==> src/rtl/data_cache.sv <==
// data_cache
//   Direct-mapped, write-back, write-allocate data cache placed between the
//   pipeline MEM stage and a line-wide data memory. Hits complete two cycles
//   after the request is sampled; misses stall the requester while a dirty
//   victim is written back (if needed) and the line is refilled.
//
// Ports
//   clk, reset_n              rising-edge clock, synchronous active-high reset
//   cpu_readM / cpu_writeM    request strobes, held until cpu_ready
//   cpu_address, cpu_wdata    word address and store data
//   cpu_rdata, cpu_ready      load data and one-cycle completion pulse
//   mem_readM / mem_writeM    line read / write request to memory
//   mem_address, mem_wdata    line-aligned address and victim line
//   mem_rdata, mem_ready      fill line and one-cycle memory completion pulse
//   hit_count, miss_count     wrapping 16-bit experiment counters

module data_cache #(
    parameter int INDEX_BITS = 2,
    parameter int WORD_SIZE  = 16
) (
    input  logic                   clk,
    input  logic                   reset_n,
    input  logic                   cpu_readM,
    input  logic                   cpu_writeM,
    input  logic [15:0]            cpu_address,
    input  logic [WORD_SIZE-1:0]   cpu_wdata,
    output logic [WORD_SIZE-1:0]   cpu_rdata,
    output logic                   cpu_ready,
    output logic                   mem_readM,
    output logic                   mem_writeM,
    output logic [15:0]            mem_address,
    output logic [4*WORD_SIZE-1:0] mem_wdata,
    input  logic [4*WORD_SIZE-1:0] mem_rdata,
    input  logic                   mem_ready,
    output logic [15:0]            hit_count,
    output logic [15:0]            miss_count
);

    localparam int LINES     = 1 << INDEX_BITS;
    localparam int TAG_BITS  = 16 - INDEX_BITS - 2;
    localparam int LINE_BITS = 4 * WORD_SIZE;

    typedef enum logic [1:0] {
        IDLE,
        COMPARE,
        WRITEBACK,
        FILL
    } state_t;

    state_t state;

    logic [LINES-1:0]     valid;
    logic [LINES-1:0]     dirty;
    logic [TAG_BITS-1:0]  tag_arr  [LINES];
    logic [LINE_BITS-1:0] data_arr [LINES];

    logic [15:0]          req_addr;
    logic [WORD_SIZE-1:0] req_wdata;
    logic                 req_write;
    // Set once the line has been refilled so the re-run COMPARE is not
    // counted as a hit.
    logic                 refilled;

    logic [1:0]            req_offset;
    logic [INDEX_BITS-1:0] req_index;
    logic [TAG_BITS-1:0]   req_tag;
    logic [LINE_BITS-1:0]  cur_line;
    logic                  hit;

    assign req_offset = req_addr[1:0];
    assign req_index  = req_addr[INDEX_BITS+1:2];
    assign req_tag    = req_addr[15:INDEX_BITS+2];
    assign cur_line   = data_arr[req_index];
    assign hit        = valid[req_index] && (tag_arr[req_index] == req_tag);

    // Memory-side outputs depend only on the state and the latched request.
    always_comb begin
        mem_readM   = 1'b0;
        mem_writeM  = 1'b0;
        mem_address = '0;
        mem_wdata   = '0;
        case (state)
            WRITEBACK: begin
                mem_writeM  = 1'b1;
                mem_address = {tag_arr[req_index], req_index, 2'b00};
                mem_wdata   = cur_line;
            end
            FILL: begin
                mem_readM   = 1'b1;
                mem_address = {req_tag, req_index, 2'b00};
            end
            default: begin
            end
        endcase
    end

    always_ff @(posedge clk) begin
        if (reset_n) begin
            state      <= IDLE;
            valid      <= '0;
            dirty      <= '0;
            cpu_ready  <= 1'b0;
            cpu_rdata  <= '0;
            hit_count  <= '0;
            miss_count <= '0;
            req_addr   <= '0;
            req_wdata  <= '0;
            req_write  <= 1'b0;
            refilled   <= 1'b0;
        end else begin
            cpu_ready <= 1'b0;
            case (state)
                IDLE: begin
                    // The completion cycle itself never starts a new request.
                    if (!cpu_ready && (cpu_readM || cpu_writeM)) begin
                        req_addr  <= cpu_address;
                        req_wdata <= cpu_wdata;
                        req_write <= cpu_writeM;
                        refilled  <= 1'b0;
                        state     <= COMPARE;
                    end
                end
                COMPARE: begin
                    if (hit) begin
                        if (req_write) begin
                            data_arr[req_index][int'(req_offset)*WORD_SIZE +: WORD_SIZE] <= req_wdata;
                            dirty[req_index] <= 1'b1;
                        end else begin
                            cpu_rdata <= cur_line[int'(req_offset)*WORD_SIZE +: WORD_SIZE];
                        end
                        if (!refilled) begin
                            hit_count <= hit_count + 16'd1;
                        end
                        cpu_ready <= 1'b1;
                        state     <= IDLE;
                    end else begin
                        miss_count <= miss_count + 16'd1;
                        if (valid[req_index] && dirty[req_index]) begin
                            state <= WRITEBACK;
                        end else begin
                            state <= FILL;
                        end
                    end
                end
                WRITEBACK: begin
                    if (mem_ready) begin
                        state <= FILL;
                    end
                end
                FILL: begin
                    if (mem_ready) begin
                        data_arr[req_index] <= mem_rdata;
                        tag_arr[req_index]  <= req_tag;
                        valid[req_index]    <= 1'b1;
                        dirty[req_index]    <= 1'b0;
                        refilled            <= 1'b1;
                        state               <= COMPARE;
                    end
                end
                default: begin
                    state <= IDLE;
                end
            endcase
        end
    end

endmodule

==> config.mk <==
export PLATFORM = sky130hd
export DESIGN_NAME = data_cache
export DESIGN_NICKNAME = d
export VERILOG_FILES = /design/src/rtl/data_cache.sv
export SDC_FILE = /design/constraint.sdc
export NUM_CORES = 1
export LEC_CHECK = 0
export BUFFER_PORTS_ARGS = -buffer_cell sky130_fd_sc_hd__buf_2
export CORE_ASPECT_RATIO = 1.25
export CORE_MARGIN = 10
export CORE_UTILIZATION = 35
export CTS_CLUSTER_DIAMETER = 40
export DETAILED_ROUTE_END_ITERATION = 8
export MAX_ROUTING_LAYER = met4
export PLACE_DENSITY = 0.59
export SETUP_SLACK_MARGIN = 0.05
export SYNTH_ARGS = -nofsm -noshare
export SYNTH_HDL_FRONTEND = slang
export SYNTH_SLANG_ARGS = --single-unit
export TNS_END_PERCENT = 50
==> constraint.sdc <==
create_clock -name clk -period 8 [get_ports clk]
set_clock_uncertainty 0.15 [all_clocks]
set_input_delay 1.6 -clock clk [delete_from_list [all_inputs] [get_ports clk]]
set_output_delay 1.6 -clock clk [all_outputs]
set_load 0.02 [all_outputs]
==> results of run 1 <==
-- power groups by stage --
stage	combinational (mW)	clock (mW)	sequential [mW]
after global routing	0.821	2.60	2.42
after CTS	0.773	2.52	2.42
after floorplan	0.544	0	2.38
after global placement	0.764	0	2.46
final	0.761	2.47	2.41
after detailed placement	0.771	0	2.46
-- stage by stage --
step                      power (mW)  utilization
after floorplan                 2.92            -
after global placement          3.22        0.394
after detailed placement        3.23        0.394
after CTS                       5.71        0.434
after global routing            5.85        0.434
final                           5.64        0.434
-- state kept, by name (all words and copies together), names as in the netlist, 4 cells and up, named ones only --
register / flops
cpu_rdata: 16
req_addr: 16
data_arr: 256
tag_arr: 48
miss_count: 16
hit_count: 16
valid: 4
req_wdata: 16
-- kinds of logic after synthesis --
group,count (synthesis),synth area share
muxes,125,0.142
buffers and inverters,89,0.0222
AOI/OAI and AO/OA,175,0.0762
and+or+nand+nor,317,0.0971
other,1,0.000219
DFF,399,0.643
adders and majority gates,11,0.00802
xor gates and xnor gates,14,0.0106
-- metal layers --
metal	up-vias	GRT usage	share of wire
li1	4898	-	-
met2	436	0.311	0.51
met5	-	-	0
met4	0	0.0614	0.031
met3	86	0.0429	0.074
met1	5453	0.208	0.38
-- path summary, 6_finish.rpt --
check                     start  slack [ns]             end
setup / recovery           flop        2.90   mem_wdata[31]
hold / removal    cpu_rdata[11]        0.30   cpu_rdata[11]
setup reg to reg           flop        3.50  data_arr[3][8]
hold reg to reg   cpu_rdata[11]        0.30   cpu_rdata[11]
-- worst register-to-register path: cells and delay by family (launching register included) --
kind / cells / cell delay (ns)
AND/OR/NAND/NOR: 3 / 1.36
AO/OA/AOI/OAI: 1 / 0.34
flip-flops: 1 / 0.94
buffers and inverters: 1 / 0.32
XOR/XNOR: 1 / 0.36
multiplexers: 1 / 0.68
-- final cells by class --
class	count	share of cell area
Antenna cell	3	0.000357
Multi-Input combinational cell	644	0.278
Clock buffer	59	0.0657
Clock inverter	43	0.0247
Sequential cell	399	0.526
Inverter	13	0.00232
Timing Repair Buffer	257	0.0646
Tap cell	644	0.0384
-- placed cells by master, fill, tap and decap left out, drive strengths merged, types with 9 or more instances in the layout --
master,Yosys,routed
edfxtp,304,304
buf,22,257
nand2,122,122
dfxtp,95,95
mux4,94,94
a22o,76,76
and2,67,67
clkbuf,54,59
a21oi,49,49
nor2,36,36
inv,12,25
nor2b,21,21
o31ai,20,20
clkinv,1,19
mux2i,18,18
nand3,18,18
mux2,13,13
nand4,13,13
xnor2,13,13
ha,11,11
and3,10,10
nor4,9,9
==> impl_metrics.py, run 1 <==
metrics = {
    "outcome": {
        "status": "finished, final reports clean",
    },
    "worst_setup_path": {
        "worstSetupStartpointType": "flop",
        "slowest_stage": "dfxtp_4",
        "crit_chain": "buf_4, mux4_2, and2_1, buf_2",
        "cp-end-kind": "output port",
        "path_delay_family": "flip-flops",
        "slowest_delay_ns": 0.94,
        "worstPathRequired_ns": 6.25,
        "criticalPathCategory": "flop to output port",
        "cp.buffers_inverters": 2,
        "ff2ff_path_depth": 7,
        "path_depth": 4,
        "worstPathArrival_ns": 3.35,
        "cp_max_fo": 44,
    },
    "place": {
        "placed_area_mm2": 0.0191,
        "dp_slack_ns": 3.30,
        "hpwl_mm": 37.9,
        "dp_cells": 1957,
        "gp_congestion": 0.845,
        "io_buffers": 229,
    },
    "logic_synthesis": {
        "synth_edf_count": 304,
        "ys_types": 56,
        "synth_area_mm2": 0.0172,
        "yosysTopAreaCellShare": 0.532,
        "ys_top_cells_by_count": "edfxtp_1 (304), nand2_1 (121), dfxtp_1 (95)",
        "yosysSeqAreaShare": 0.643,
        "yosys-top-cells-area": "edfxtp_1 (53%), mux4_2 (12%), dfxtp_1 (11%)",
        "synth_cells": 1131,
        "synth_seq_cells": 399,
        "synthMostInstantiatedCell": "edfxtp_1",
        "synthArstFlopShare": 0,
        "ys_warn_count": 0,
        "postSynthAreaPerCell_um2": 15.2,
        "synth_ff_type": "edfxtp_1",
        "synth_top_cell_by_area": "edfxtp_1",
    },
    "pwr": {
        "clkPwrFrac": 0.438,
        "p_switching_mw": 1.60,
        "combPwrFrac": 0.135,
        "internal_power_mw": 4.04,
        "p_leak_nw": 8.03,
        "seq_power_share": 0.427,
        "peakVddDrop_mv": 0.183,
        "p_sw_frac": 0.284,
        "powerDensity_mw_per_mm2": 269,
    },
    "clock_tree": {
        "hold_buffers": 0,
        "clockRootBuffer": "clkbuf_16",
        "worst_setup_hold_path_clk_slew_ns": 0.06,
        "cts_tree": "yes",
        "cts-buffers-inserted": 54,
        "clkLatencyLatePin_ns": 0.61,
        "clock-sinks": 399,
        "cts_max_path_buffers": 3,
        "cts_htree_levels": 2,
        "ctsResizeCount": 0,
        "cts_setup_buffers": 0,
    },
    "final_layout": {
        "finalNonFillerCells": 2062,
        "fin_area_mm2": 0.0210,
        "syn_to_final_growth_pct": 22.5,
        "multi_input_area_mm2": 0.00585,
        "register_area_mm2": 0.0110,
        "fillCellCount": 4407,
        "drive_above_1_share": 0.343,
        "final_nets": 1481,
    },
    "grt": {
        "track_usage": 0.183,
        "antenna_found_initial": 3,
        "grt_pass1_vias": 11400,
        "grt_max_degree": 86,
        "overflow": 0,
        "grt_pass1_wl_mm": 76.6,
    },
    "timing": {
        "fin_crit_sh": 0.637,
        "period_needed_ns": 5.10,
        "worst_slack_ns": 2.90,
        "slew_headroom": 0.318,
        "rsz0062_at_grt": "no",
        "drv_slew": 0,
        "setup_viol": 0,
        "hold_viol": 0,
        "tightest_slew_ns": 1.02,
        "fmax_mhz": 196,
        "holdWs_ns": 0.303,
        "tns_ns": 0,
    },
    "routing": {
        "drc_errors": 0,
        "ant_nets": 0,
        "via_count": 10900,
        "wl_per_cell_um": 25.6,
        "dr.pass1.iters": 5,
        "dr.first_iter.drc_count": 748,
        "viasPerCell": 5.27,
        "wl_mm": 52.8,
    },
    "floorplan": {
        "die_area_mm2": 0.0583,
        "die_h_um": 268,
        "coreArea_mm2": 0.0484,
        "die_w_um": 218,
        "start_util": 0.354,
        "rows": 90,
        "ios": 232,
    },
    "min_path": {
        "min_path_cells": 2,
        "hp-class": "flop to flop",
    },
    "run": {
        "cap_violations": 0,
    },
}
Note: power is estimated with default switching activity, not from simulation.
==> inputs of run 2 (changes only) <==
PLACE_DENSITY = 0.61   (was 0.59)
clock period = 4.3 ns   (was 8 ns; I/O delays follow)
==> run 2 against run 1 <==
Flip-flop and latch count unchanged. Largest cell class unchanged. Via count increased by 0.73%. Count of clock-buffer cells in the layout is 2 higher. Register-to-register slack got worse by 2.8 ns.
==> impl_metrics.py, run 2 (synthesis results as in run 1) <==
metrics = {
    "timing": {
        "tightest_slew_ns": 0.990,
        "holdWs_ns": 0.303,
        "period_needed_ns": 3.80,
        "hold_viol": 0,
        "rsz0062_at_grt": "no",
        "tns_ns": 0,
        "slew_headroom": 0.340,
        "fmax_mhz": 263,
        "setup_viol": 0,
        "drv_slew": 0,
        "fin_crit_sh": 0.884,
    },
    "clock_tree": {
        "cts_htree_levels": 2,
        "cts-buffers-inserted": 53,
        "cts_max_path_buffers": 3,
        "clock-sinks": 399,
        "ctsResizeCount": 0,
        "clkLatencyLatePin_ns": 0.60,
        "cts_setup_buffers": 0,
        "worst_setup_hold_path_clk_slew_ns": 0.06,
        "cts_tree": "yes",
        "clockRootBuffer": "clkbuf_16",
        "hold_buffers": 0,
    },
    "final_layout": {
        "finalNonFillerCells": 2072,
        "drive_above_1_share": 0.346,
        "fillCellCount": 4397,
        "largest_register_ffs": 256,
        "register_area_mm2": 0.0110,
        "final_nets": 1488,
        "final_common_cell": "edfxtp_1",
        "mostFrequentLayoutCells": "edfxtp_1 (304), buf_2 (229), nand2_1 (121)",
        "final_core_util": 0.435,
        "regMostFlops": "data_arr",
        "top_regs": "data_arr: 256 flops, tag_arr: 48 flops",
        "syn_to_final_growth_pct": 22.7,
        "multi_input_area_mm2": 0.00585,
    },
    "worst_setup_path": {
        "crit_chain": "buf_4, mux4_2, and2_1, buf_2",
        "slowest_stage": "buf_4",
        "cp.buffers_inverters": 2,
        "cp_max_fo": 64,
        "slowest_delay_ns": 0.79,
        "criticalPathCategory": "flop to output port",
        "worstPathArrival_ns": 2.79,
        "path_delay_family": "buffers and inverters",
        "worstPathRequired_ns": 3.29,
        "worstSetupStartpointType": "flop",
        "cp-end-kind": "output port",
    },
    "place": {
        "hpwl_mm": 36.9,
        "gp_congestion": 0.848,
        "io_buffers": 229,
        "dp_cells": 1965,
    },
    "floorplan": {
        "coreArea_mm2": 0.0484,
        "die_w_um": 218,
        "start_util": 0.354,
        "ios": 232,
        "die_h_um": 268,
        "rows": 90,
        "die_area_mm2": 0.0583,
    },
    "routing": {
        "drc_errors": 0,
        "wl_per_cell_um": 24.8,
        "viasPerCell": 5.29,
        "dr.pass1.iters": 5,
        "dr.first_iter.drc_count": 782,
        "wl_mm": 51.3,
        "ant_nets": 0,
        "via_count": 11000,
    },
    "pwr": {
        "power_mw": 10.5,
        "p_leak_nw": 8.07,
        "powerDensity_mw_per_mm2": 497,
        "peakVddDrop_mv": 0.285,
    },
    "grt": {
        "antenna_found_initial": 7,
        "track_usage": 0.178,
        "overflow": 0,
        "grt_max_degree": 65,
        "grt_pass1_vias": 11100,
        "grt_pass1_wl_mm": 74.6,
    },
    "min_path": {
        "hp-class": "flop to flop",
    },
    "outcome": {
        "status": "finished, final reports clean",
    },
    "run": {
        "cap_violations": 0,
    },
}
-- run 2: routing by layer --
metal	share of wire	vias to the layer above	routed length [µm]	track usage
met5	0	-	0	-
met4	0.028	0	1460	0.0569
met3	0.083	77	4250	0.0484
met2	0.49	434	25400	0.290
met1	0.39	5532	20200	0.210
li1	-	4909	-	-
-- run 2: worst register-to-register path: cells and delay by family, from the launching register on --
family                 cells  cell delay (ns)
AO/OA/AOI/OAI              1             0.36
XOR/XNOR                   1             0.37
AND/OR/NAND/NOR            3             0.95
buffers and inverters      1             0.31
flip-flops                 1             0.52
multiplexers               1             0.58
-- run 2: final timing paths --
kind         slack, ns  cells past startpoint              end    startpoint
max               0.50                      4    mem_wdata[62]          flop
min               0.30                      2     cpu_rdata[9]  cpu_rdata[9]
max reg2reg       0.71                      7  data_arr[1][42]          flop
min reg2reg       0.30                      2     cpu_rdata[9]  cpu_rdata[9]
-- run 2: area by class of cell --
type                            instances  share of cell area
Clock buffer                           61              0.0664
Clock inverter                         39              0.0222
Multi-Input combinational cell        644               0.278
Tap cell                              644              0.0383
Inverter                               13             0.00232
Antenna cell                            7            0.000832
Sequential cell                       399               0.524
Timing Repair Buffer                  265              0.0679
-- run 2: per-stage QoR --
stage               cell area (µm²)  worst slack (ns)
floorplan                     17200            0.0652
global placement              19200             0.777
detailed placement            19200             0.723
CTS                           21000             0.450
global route                  21000             0.387
finish                        21100             0.497
-- run 2: where the power goes --
group          internal [mW]  switching (mW)  leakage [nW]  total [mW]
logic                  0.559           0.888          3.27        1.45
clock network           2.75            1.81         0.896        4.56
registers               4.25           0.204          3.91        4.46
total                   7.57            2.90          8.07        10.5
